--- src/rtl/clock_display_scanner.sv ---
// Six-digit multiplexed 7-segment scanner for the alarm clock core.
// Latches one coherent time snapshot per frame, scans digits and flashes while the alarm is active.
module clock_display_scanner #(
   parameter int SCAN_DIV     = 4,
   parameter int BLINK_DIV    = 8,
   parameter int COMMON_ANODE = 0
) (
   input  logic       clock,
   input  logic       reset,
   input  logic [1:0] houin1,
   input  logic [3:0] houin0,
   input  logic [3:0] minin1,
   input  logic [3:0] minin0,
   input  logic [3:0] secin1,
   input  logic [3:0] secin0,
   input  logic       alarm,
   input  logic       blank_lz,
   output logic [6:0] seg,
   output logic       dp,
   output logic [5:0] digsel,
   output logic       frame_start
);

   localparam int   PW  = $clog2(SCAN_DIV);
   localparam int   BW  = (BLINK_DIV > 1) ? $clog2(BLINK_DIV) : 1;
   localparam logic INV = (COMMON_ANODE != 0);

   logic [PW-1:0] r_presc;
   logic [2:0]    r_idx;
   logic [3:0]    r_sh_h1, r_sh_h0, r_sh_m1, r_sh_m0, r_sh_s1, r_sh_s0;
   logic          r_sh_alarm;
   logic [BW-1:0] r_blink_cnt;
   logic          r_phase;
   logic [6:0]    r_seg;
   logic          r_dp;
   logic [5:0]    r_digsel;
   logic          r_frame_start;

   logic          w_wrap;
   logic          w_frame_edge;
   logic [3:0]    w_digit;
   logic [6:0]    w_seg;
   logic          w_dp;
   logic [5:0]    w_digsel;

   assign w_wrap       = (r_presc == PW'(SCAN_DIV - 1));
   assign w_frame_edge = w_wrap && (r_idx == 3'd5);

   always_comb begin
      w_digit = r_sh_s0;
      case (r_idx)
         3'd1:    w_digit = r_sh_s1;
         3'd2:    w_digit = r_sh_m0;
         3'd3:    w_digit = r_sh_m1;
         3'd4:    w_digit = r_sh_h0;
         3'd5:    w_digit = r_sh_h1;
         default: w_digit = r_sh_s0;
      endcase

      case (w_digit)
         4'd0:    w_seg = 7'h3F;
         4'd1:    w_seg = 7'h06;
         4'd2:    w_seg = 7'h5B;
         4'd3:    w_seg = 7'h4F;
         4'd4:    w_seg = 7'h66;
         4'd5:    w_seg = 7'h6D;
         4'd6:    w_seg = 7'h7D;
         4'd7:    w_seg = 7'h07;
         4'd8:    w_seg = 7'h7F;
         4'd9:    w_seg = 7'h6F;
         default: w_seg = 7'h40;
      endcase

      w_dp     = (r_idx == 3'd2) || (r_idx == 3'd4);
      w_digsel = 6'b000001 << r_idx;

      if (blank_lz && (r_idx == 3'd5) && (r_sh_h1 == 4'd0))
         w_seg = '0;

      // Blink blanks segments and separators but keeps digsel scanning.
      if (r_sh_alarm && r_phase) begin
         w_seg = '0;
         w_dp  = 1'b0;
      end
   end

   always_ff @(posedge clock or posedge reset) begin
      if (reset) begin
         r_presc       <= '0;
         r_idx         <= '0;
         r_sh_h1       <= '0;
         r_sh_h0       <= '0;
         r_sh_m1       <= '0;
         r_sh_m0       <= '0;
         r_sh_s1       <= '0;
         r_sh_s0       <= '0;
         r_sh_alarm    <= 1'b0;
         r_blink_cnt   <= '0;
         r_phase       <= 1'b0;
         r_seg         <= {7{INV}};
         r_dp          <= INV;
         r_digsel      <= {6{INV}};
         r_frame_start <= 1'b0;
      end else begin
         r_presc <= w_wrap ? '0 : r_presc + 1'b1;
         if (w_wrap)
            r_idx <= (r_idx == 3'd5) ? '0 : r_idx + 3'd1;

         r_frame_start <= w_frame_edge;

         if (w_frame_edge) begin
            r_sh_h1    <= {2'b00, houin1};
            r_sh_h0    <= houin0;
            r_sh_m1    <= minin1;
            r_sh_m0    <= minin0;
            r_sh_s1    <= secin1;
            r_sh_s0    <= secin0;
            r_sh_alarm <= alarm;
         end

         // Counter advances on the shadow flag in force before the snapshot,
         // so a fresh alarm shows BLINK_DIV lit frames before the first blank one.
         if (!r_sh_alarm) begin
            r_blink_cnt <= '0;
            r_phase     <= 1'b0;
         end else if (w_frame_edge) begin
            if (r_blink_cnt == BW'(BLINK_DIV - 1)) begin
               r_blink_cnt <= '0;
               r_phase     <= ~r_phase;
            end else begin
               r_blink_cnt <= r_blink_cnt + 1'b1;
            end
         end

         r_seg    <= w_seg ^ {7{INV}};
         r_dp     <= w_dp ^ INV;
         r_digsel <= w_digsel ^ {6{INV}};
      end
   end

   assign seg         = r_seg;
   assign dp          = r_dp;
   assign digsel      = r_digsel;
   assign frame_start = r_frame_start;

endmodule
--- config.mk ---
export PLATFORM = sky130hd
export DESIGN_NAME = clock_display_scanner
export DESIGN_NICKNAME = d
export VERILOG_FILES = /design/src/rtl/clock_display_scanner.sv
export SDC_FILE = /design/constraint.sdc
export NUM_CORES = 1
export LEC_CHECK = 0
export BUFFER_PORTS_ARGS = -buffer_cell sky130_fd_sc_hd__buf_2
export CAP_MARGIN = 10
export CORE_MARGIN = 2
export CORE_UTILIZATION = 30
export DETAILED_ROUTE_END_ITERATION = 7
export PLACE_DENSITY_LB_ADDON = 0.12
export SLEW_MARGIN = 5
export SYNTH_ARGS = -nofsm -noshare
export SYNTH_HDL_FRONTEND = slang
export SYNTH_SLANG_ARGS = --single-unit
--- constraint.sdc ---
create_clock -name clock -period 2.6 [get_ports clock]
set_input_delay 0.13 -clock clock [delete_from_list [all_inputs] [get_ports clock]]
set_output_delay 0.13 -clock clock [all_outputs]
set_load 0.1 [all_outputs]
==> results.md, run 1 <==
- Status: completed
- Post-synth top cells: dfrtp_1, mux2_2, nand2_1
- Peak supply drop: 0.0002121 V
- Antenna violation net count after detailed routing: 0
- Initial antenna violation count: 0
- Synth Area in Compound Gates: 13.07%
- Clock transition at path regs: 0.09 ns
- Die Span X: 89.31 µm
- WL/cell: 14.09 µm
- Core Box Area: 0.007137 mm²
- Diode count: 0
- Area Growth Syn to Fin: 20.00%
- Fmax: 0.4318 GHz
- Setup TNS: 0 ns
- Pleak: 1.218 nW
- Mapped Area: 0.002183 mm²
- CP Cell Sequence: or3_1 > a211oi_1 > a31o_2 > inv_1 > ha_1 > o21ai_0 > a21oi_1
- Post-Synth Adder-Cell Area: 5.158%
- Share of the synthesized area in the top cell type: 53.87%
- PwrDens: 576.2 mW/mm²
- Period utilization: 89.08%
- I/O pins: 41
- # port buffers: 40
- Top FF cell, synth: dfrtp_1
- Initial core utilization: 30.59%
- Clk_skew: 0.008181 ns
- Yosys top cell by area: dfrtp_1
- Dpl hpwl: 3279 µm
- CP max stage cell: or3_1
- Crit Path Class: reg -> reg
- DRC viols: 0
- Placement Rows: 31
- Largest family of logic cells by synthesized area: multiplexers
- Gr ovfl total: 0
- Net Switching: 0.0003858 W
- Minimum clock period after layout: 2.316 ns
- Fin nets: 255
- Layout cell share with drive strength beyond 1: 37.10%
- Final Hold Viols: 0
- Finished Core Util: 36.71%
- Hold Slack: 0.03441 ns
- Crit path required time: 2.77 ns
- Pre-antenna DRT Iters: 4
- Final wirelength: 4510 µm
- Area of the multi-input gates: 929.6 µm²
- RD Place Congestion: 0.7260
- TritonCTS Buffers: 5
- Mapped Cells: 177
- Worst Setup End Kind: flip-flop
- DR vias: 1467
- CTS H-tree depth: 2
- Max Root-Sink Buffers: 2
- Internal: 0.001124 W
- Pin count of the biggest net entering global routing: 48
- Synth warnings: 0
- Clock Latency Late Sink: 0.30 ns
- Gr usage total: 12.61%
- Resized Gates After CTS: 0
- Mux cell area share after synthesis: 13.18%
- Clk pwr share: 37.9%
- Yosys cell types: 44
- Worst min-delay path class: in -> reg
- Register area: 0.001176 mm²
- Max transition margin: 34.46%
- Arrival @ worst endpoint: 2.49 ns
- Most common cell in the synthesized netlist: dfrtp_1
- Die height: 89.31 µm
- Asr flop ratio synth: 100.0%
- Top delay family on crit path: compound AO/OA/AOI/OAI gates
- Slew Limit Fails: 0
- Comb power frac: 10.8%
- CTS tree: yes
- Worst-margin pin slew: 0.9816 ns
- #FFs+latches synth: 47
- Final number of setup-violating endpoints: 0
- DRT iter0 DRCs: 103
- Cell count after placement: 312
- Switch share: 25.56%
- EDFF count, synth: 0
- Post-CTS Setup Inserts: 0
- Synth Area in XOR/XNOR: 0.8023%
- First-pass GRT wire length: 7679 µm
- Reg-to-reg slack, setup: 0.28 ns
- Worst path bufs/invs: 1
- Final Non-Filler Cells: 320
- Max incr delay on CP: 0.54 ns
- Die area: 0.007976 mm²
- Number of global-route vias before repair: 1481
- Max Cap Violations: 0
- Syn_area_per_cell: 12.34 µm²
- Count of hold-fix buffers inserted at cts: 0
- RSZ-0062 raised after global routing: no
- Seq pwr share: 51.3%
- Top cells by area, synth: dfrtp_1, mux2_2, ha_1
- Vias per inst: 4.584
- Clk sinks: 47
- Startpoint Class: flip-flop
- Post-synthesis sequential area ratio: 53.87%
- CP Max Fanout: 13
- CTS root buffer: clkbuf_8
- Syn nets: 212
- Number of fill cells in the layout: 731
- Simple-gate share of the synthesized area: 10.37%
-- logic make-up after synthesis --
family / Yosys count
AO/OA/AOI/OAI: 37
XOR/XNOR: 2
adder cells (fa/ha/maj): 9
buffers and inverters: 15
flip-flops: 47
multiplexers: 26
AND/OR/NAND/NOR: 41
-- layout make-up --
type	count	area share (%)
timing repair buffer	44	9.265
multi-input combinational	115	35.48
inverter	7	1.003
sequential	47	44.89
clock inverter	2	1.480
clock buffer	6	3.152
tap	99	4.728
-- power by group through the flow --
| stage | combinational, W | sequential, W | clock, W |
|---|---|---|---|
| 2_1_floorplan | 0.0000575 | 0.000850 | 0 |
| 3_3_place_gp | 0.000166 | 0.000789 | 0 |
| 3_5_place_dp | 0.000165 | 0.000789 | 0 |
| 4_1_cts | 0.000165 | 0.000775 | 0.000591 |
| 5_1_grt | 0.000179 | 0.000778 | 0.000619 |
| 6_report | 0.000163 | 0.000774 | 0.000572 |
-- tightest hold or removal path, delay by kind of cell --
kind | cells | cell delay, ns
simple gates | 2 | 0.10
buf+inv | 1 | 0.07
-- registers in the layout, summed over array words and instances (netlist names), 2 cells and up --
signal / cells
r_sh_m0: 4
digsel: 6
seg: 7
r_sh_h1: 2
r_sh_h0: 4
r_sh_s0: 4
r_idx: 3
r_sh_s1: 4
r_presc: 2
r_sh_m1: 4
r_blink_cnt: 3
-- through the flow --
stage | area, µm² | total power [W] | worst slack, ns
6_report | 2620 | 0.001510 | 0.2840
5_1_grt | 2620 | 0.001576 | 0.04020
4_1_cts | 2620 | 0.001531 | 0.2980
3_5_place_dp | 2499 | 0.0009540 | 0.3246
3_3_place_gp | 2499 | 0.0009551 | 0.3596
2_1_floorplan | 2183 | 0.0009072 | 0.4220
-- worst paths after layout --
| path | startpoint | end | depth (start not counted) |
|---|---|---|---|
| min reg2reg | r_presc[0] | r_presc[0] | 1 |
| max in group asynchronous | reset | r_sh_m1[0] | 2 |
| min in group asynchronous | reset | seg[6] | 2 |
| min | secin0[2] | r_sh_s0[2] | 3 |
| max reg2reg | r_idx[2] | seg[1] | 7 |
| max | r_idx[2] | seg[1] | 7 |
-- layer usage --
layer | global-route usage (%) | wire length (µm) | vias to the layer above
met1 | 18.95 | 2377 | 692
met3 | 3.416 | 217 | 6
met2 | 17.78 | 1861 | 40
met4 | 3.528 | 53 | 0
met5 | 0 | 0 | -
li1 | - | - | 729
-- layout by cell type (no fill, tap or decap), types with 3 or more instances in the layout --
master and instances:
buf_4 3, inv_1 5, clkbuf_8 6, o32ai_1 3
dfrtp_1 47, a21oi_1 8, a21o_1 3, buf_2 40
mux2_2 22, ha_1 9, o21ai_0 3, nor2_1 5
nand3_1 4, nand2_1 13, and3b_1 3, nand3b_1 4
mux2i_1 4
Power figures use the tool's default switching activity.
==> run 2: changes to the inputs <==
--- a/config.mk
+++ b/config.mk
@@ -10,6 +10,7 @@
 export CORE_MARGIN = 2
 export CORE_UTILIZATION = 30
 export DETAILED_ROUTE_END_ITERATION = 7
+export HOLD_SLACK_MARGIN = 0.08
 export PLACE_DENSITY_LB_ADDON = 0.12
 export SLEW_MARGIN = 5
 export SYNTH_ARGS = -nofsm -noshare
==> run 2 against run 1 <==
Effect of this change: wire length increased by 2.9%; setup slack got worse by 0.018 ns; first-iteration DRC count increased by 26%; clock power about the same; power increased by 1.8%; maximum frequency decreased by 0.75%; worst hold slack improved by 0.011 ns; final area increased by 8.8%; sequential power about the same; core utilization increased by 3.2 points; critical path type unchanged; critical endpoint unchanged; highest routed layer unchanged.
==> results.md, run 2 (synthesis results as in run 1) <==
- Max Cap Violations: 0
- Worst Setup End Kind: flip-flop
- Number of global-route vias before repair: 1571
- CP Cell Sequence: or3_1 > a211oi_1 > a31o_2 > inv_1 > ha_1 > o21ai_0 > a21oi_1
- Setup TNS: 0 ns
- Clk_skew: 0.007639 ns
- Layout cell share with drive strength beyond 1: 33.61%
- First-pass GRT wire length: 7886 µm
- PwrDens: 539.4 mW/mm²
- Gr ovfl total: 0
- Fmax: 0.4285 GHz
- RSZ-0062 raised after global routing: no
- Gr usage total: 12.94%
- Slew Limit Fails: 0
- Placed inst area: 0.002499 mm²
- CTS tree: yes
- DR vias: 1548
- Die height: 89.31 µm
- Placement Rows: 31
- CTS root buffer: clkbuf_8
- Resized Gates After CTS: 0
- Clock transition at path regs: 0.09 ns
- Final instance area: 0.002850 mm²
- Initial antenna violation count: 0
- Reg-to-reg slack, setup: 0.27 ns
- Core Box Area: 0.007137 mm²
- Antenna violation net count after detailed routing: 0
- Most common cell after layout, fill and taps aside: dfrtp_1
- Commonest non-fill, non-tap cells in the layout: dfrtp_1, buf_2, dlygate4sd3_1, mux2_2, nand2_1
- Crit path required time: 2.77 ns
- Area Growth Syn to Fin: 30.54%
- Crit Path Class: reg -> reg
- Initial core utilization: 30.59%
- Final Hold Viols: 0
- Clk sinks: 47
- Arrival @ worst endpoint: 2.51 ns
- Diode count: 0
- Pre-antenna DRT Iters: 4
- Worst path bufs/invs: 1
- Status: completed
- Power Total: 0.001537 W
- Clock Latency Late Sink: 0.30 ns
- I/O pins: 41
- Worst Reg-to-Reg Cells: 7
- Period utilization: 89.75%
- Pleak: 1.314 nW
- Flip-flop count of the largest register after layout: 7
- Worst-margin pin slew: 0.9829 ns
- TritonCTS Buffers: 5
- Die Span X: 89.31 µm
- WL/cell: 13.53 µm
- Top delay family on crit path: compound AO/OA/AOI/OAI gates
- Final number of setup-violating endpoints: 0
- CP max stage cell: or3_1
- Critical R2R Capture: seg[1]
- Cell count after placement: 312
- Peak supply drop: 0.0002150 V
- DRC viols: 0
- # port buffers: 40
- Worst min-delay path class: in -> async
- Vias per inst: 4.513
- Minimum clock period after layout: 2.334 ns
- DRT iter0 DRCs: 130
- R2r startpoint: r_idx[2]
- Startpoint Class: flip-flop
- Die area: 0.007976 mm²
- CP Max Fanout: 13
- Max Root-Sink Buffers: 2
- Pin count of the biggest net entering global routing: 48
- Dpl hpwl: 3279 µm
- RD Place Congestion: 0.7260
- Final wirelength: 4641 µm
- Max transition margin: 34.37%
- CTS H-tree depth: 2
- Final Non-Filler Cells: 343
- Max incr delay on CP: 0.54 ns
- Fin nets: 278
## run 2: cell types whose count changed in the layout (fill, tap and decap cells not counted), sizes merged
cell	delta
dlygate4sd3	+23
## run 2: through the flow
step | hold slack [ns] | setup WS [ns] | util, %
after global placement | 0.3508 | 0.3596 | 35.01
final | 0.04543 | 0.2665 | 39.94
after CTS | 0.09369 | 0.2980 | 39.94
after global routing | 0.1440 | 0.04020 | 39.94
after detailed placement | 0.3462 | 0.3246 | 35.01
after floorplan | 0.2354 | 0.4220 | -
## run 2: metal layers
| metal | vias to the layer above | GRT usage, % | part of all wire [%] |
|---|---|---|---|
| li1 | 775 | - | - |
| met1 | 732 | 18.89 | 53 |
| met2 | 36 | 19.06 | 42 |
| met3 | 5 | 3.324 | 3.9 |
| met4 | 0 | 3.528 | 0.99 |
| met5 | - | 0 | 0 |
## run 2: cell type report
class	count	area [µm²]
repair buffers	67	473.0
inverters	7	26.28
clock buffers	6	82.58
multi-input cells	115	929.6
flip-flops and latches	47	1176
fillers	720	4287
clock inverters	2	38.79
well taps	99	123.9
## run 2: worst max path at each step
stage,start,to,cells past startpoint
5_1_grt,r_idx[2],seg[1],8
3_5_place_dp,r_idx[2],seg[1],7
4_1_cts,r_idx[2],seg[3],6
3_3_place_gp,r_idx[2],seg[1],7
6_report,r_idx[2],seg[1],7
2_1_floorplan,r_idx[0],seg[1],10
## run 2: report_power, final
| part | internal, W | switching (W) | total (W) |
|---|---|---|---|
| Clock | 0.000317 | 0.000257 | 0.000574 |
| Sequential | 0.000758 | 0.0000158 | 0.000774 |
| Combinational | 0.0000715 | 0.000118 | 0.000189 |
## run 2: what timing repair did
| action | 4_1_cts | 5_1_grt |
|---|---|---|
| hold endpoints to repair | 23 | 0 |
| hold buffers | 23 | 0 |
| setup buffers | 0 | 0 |
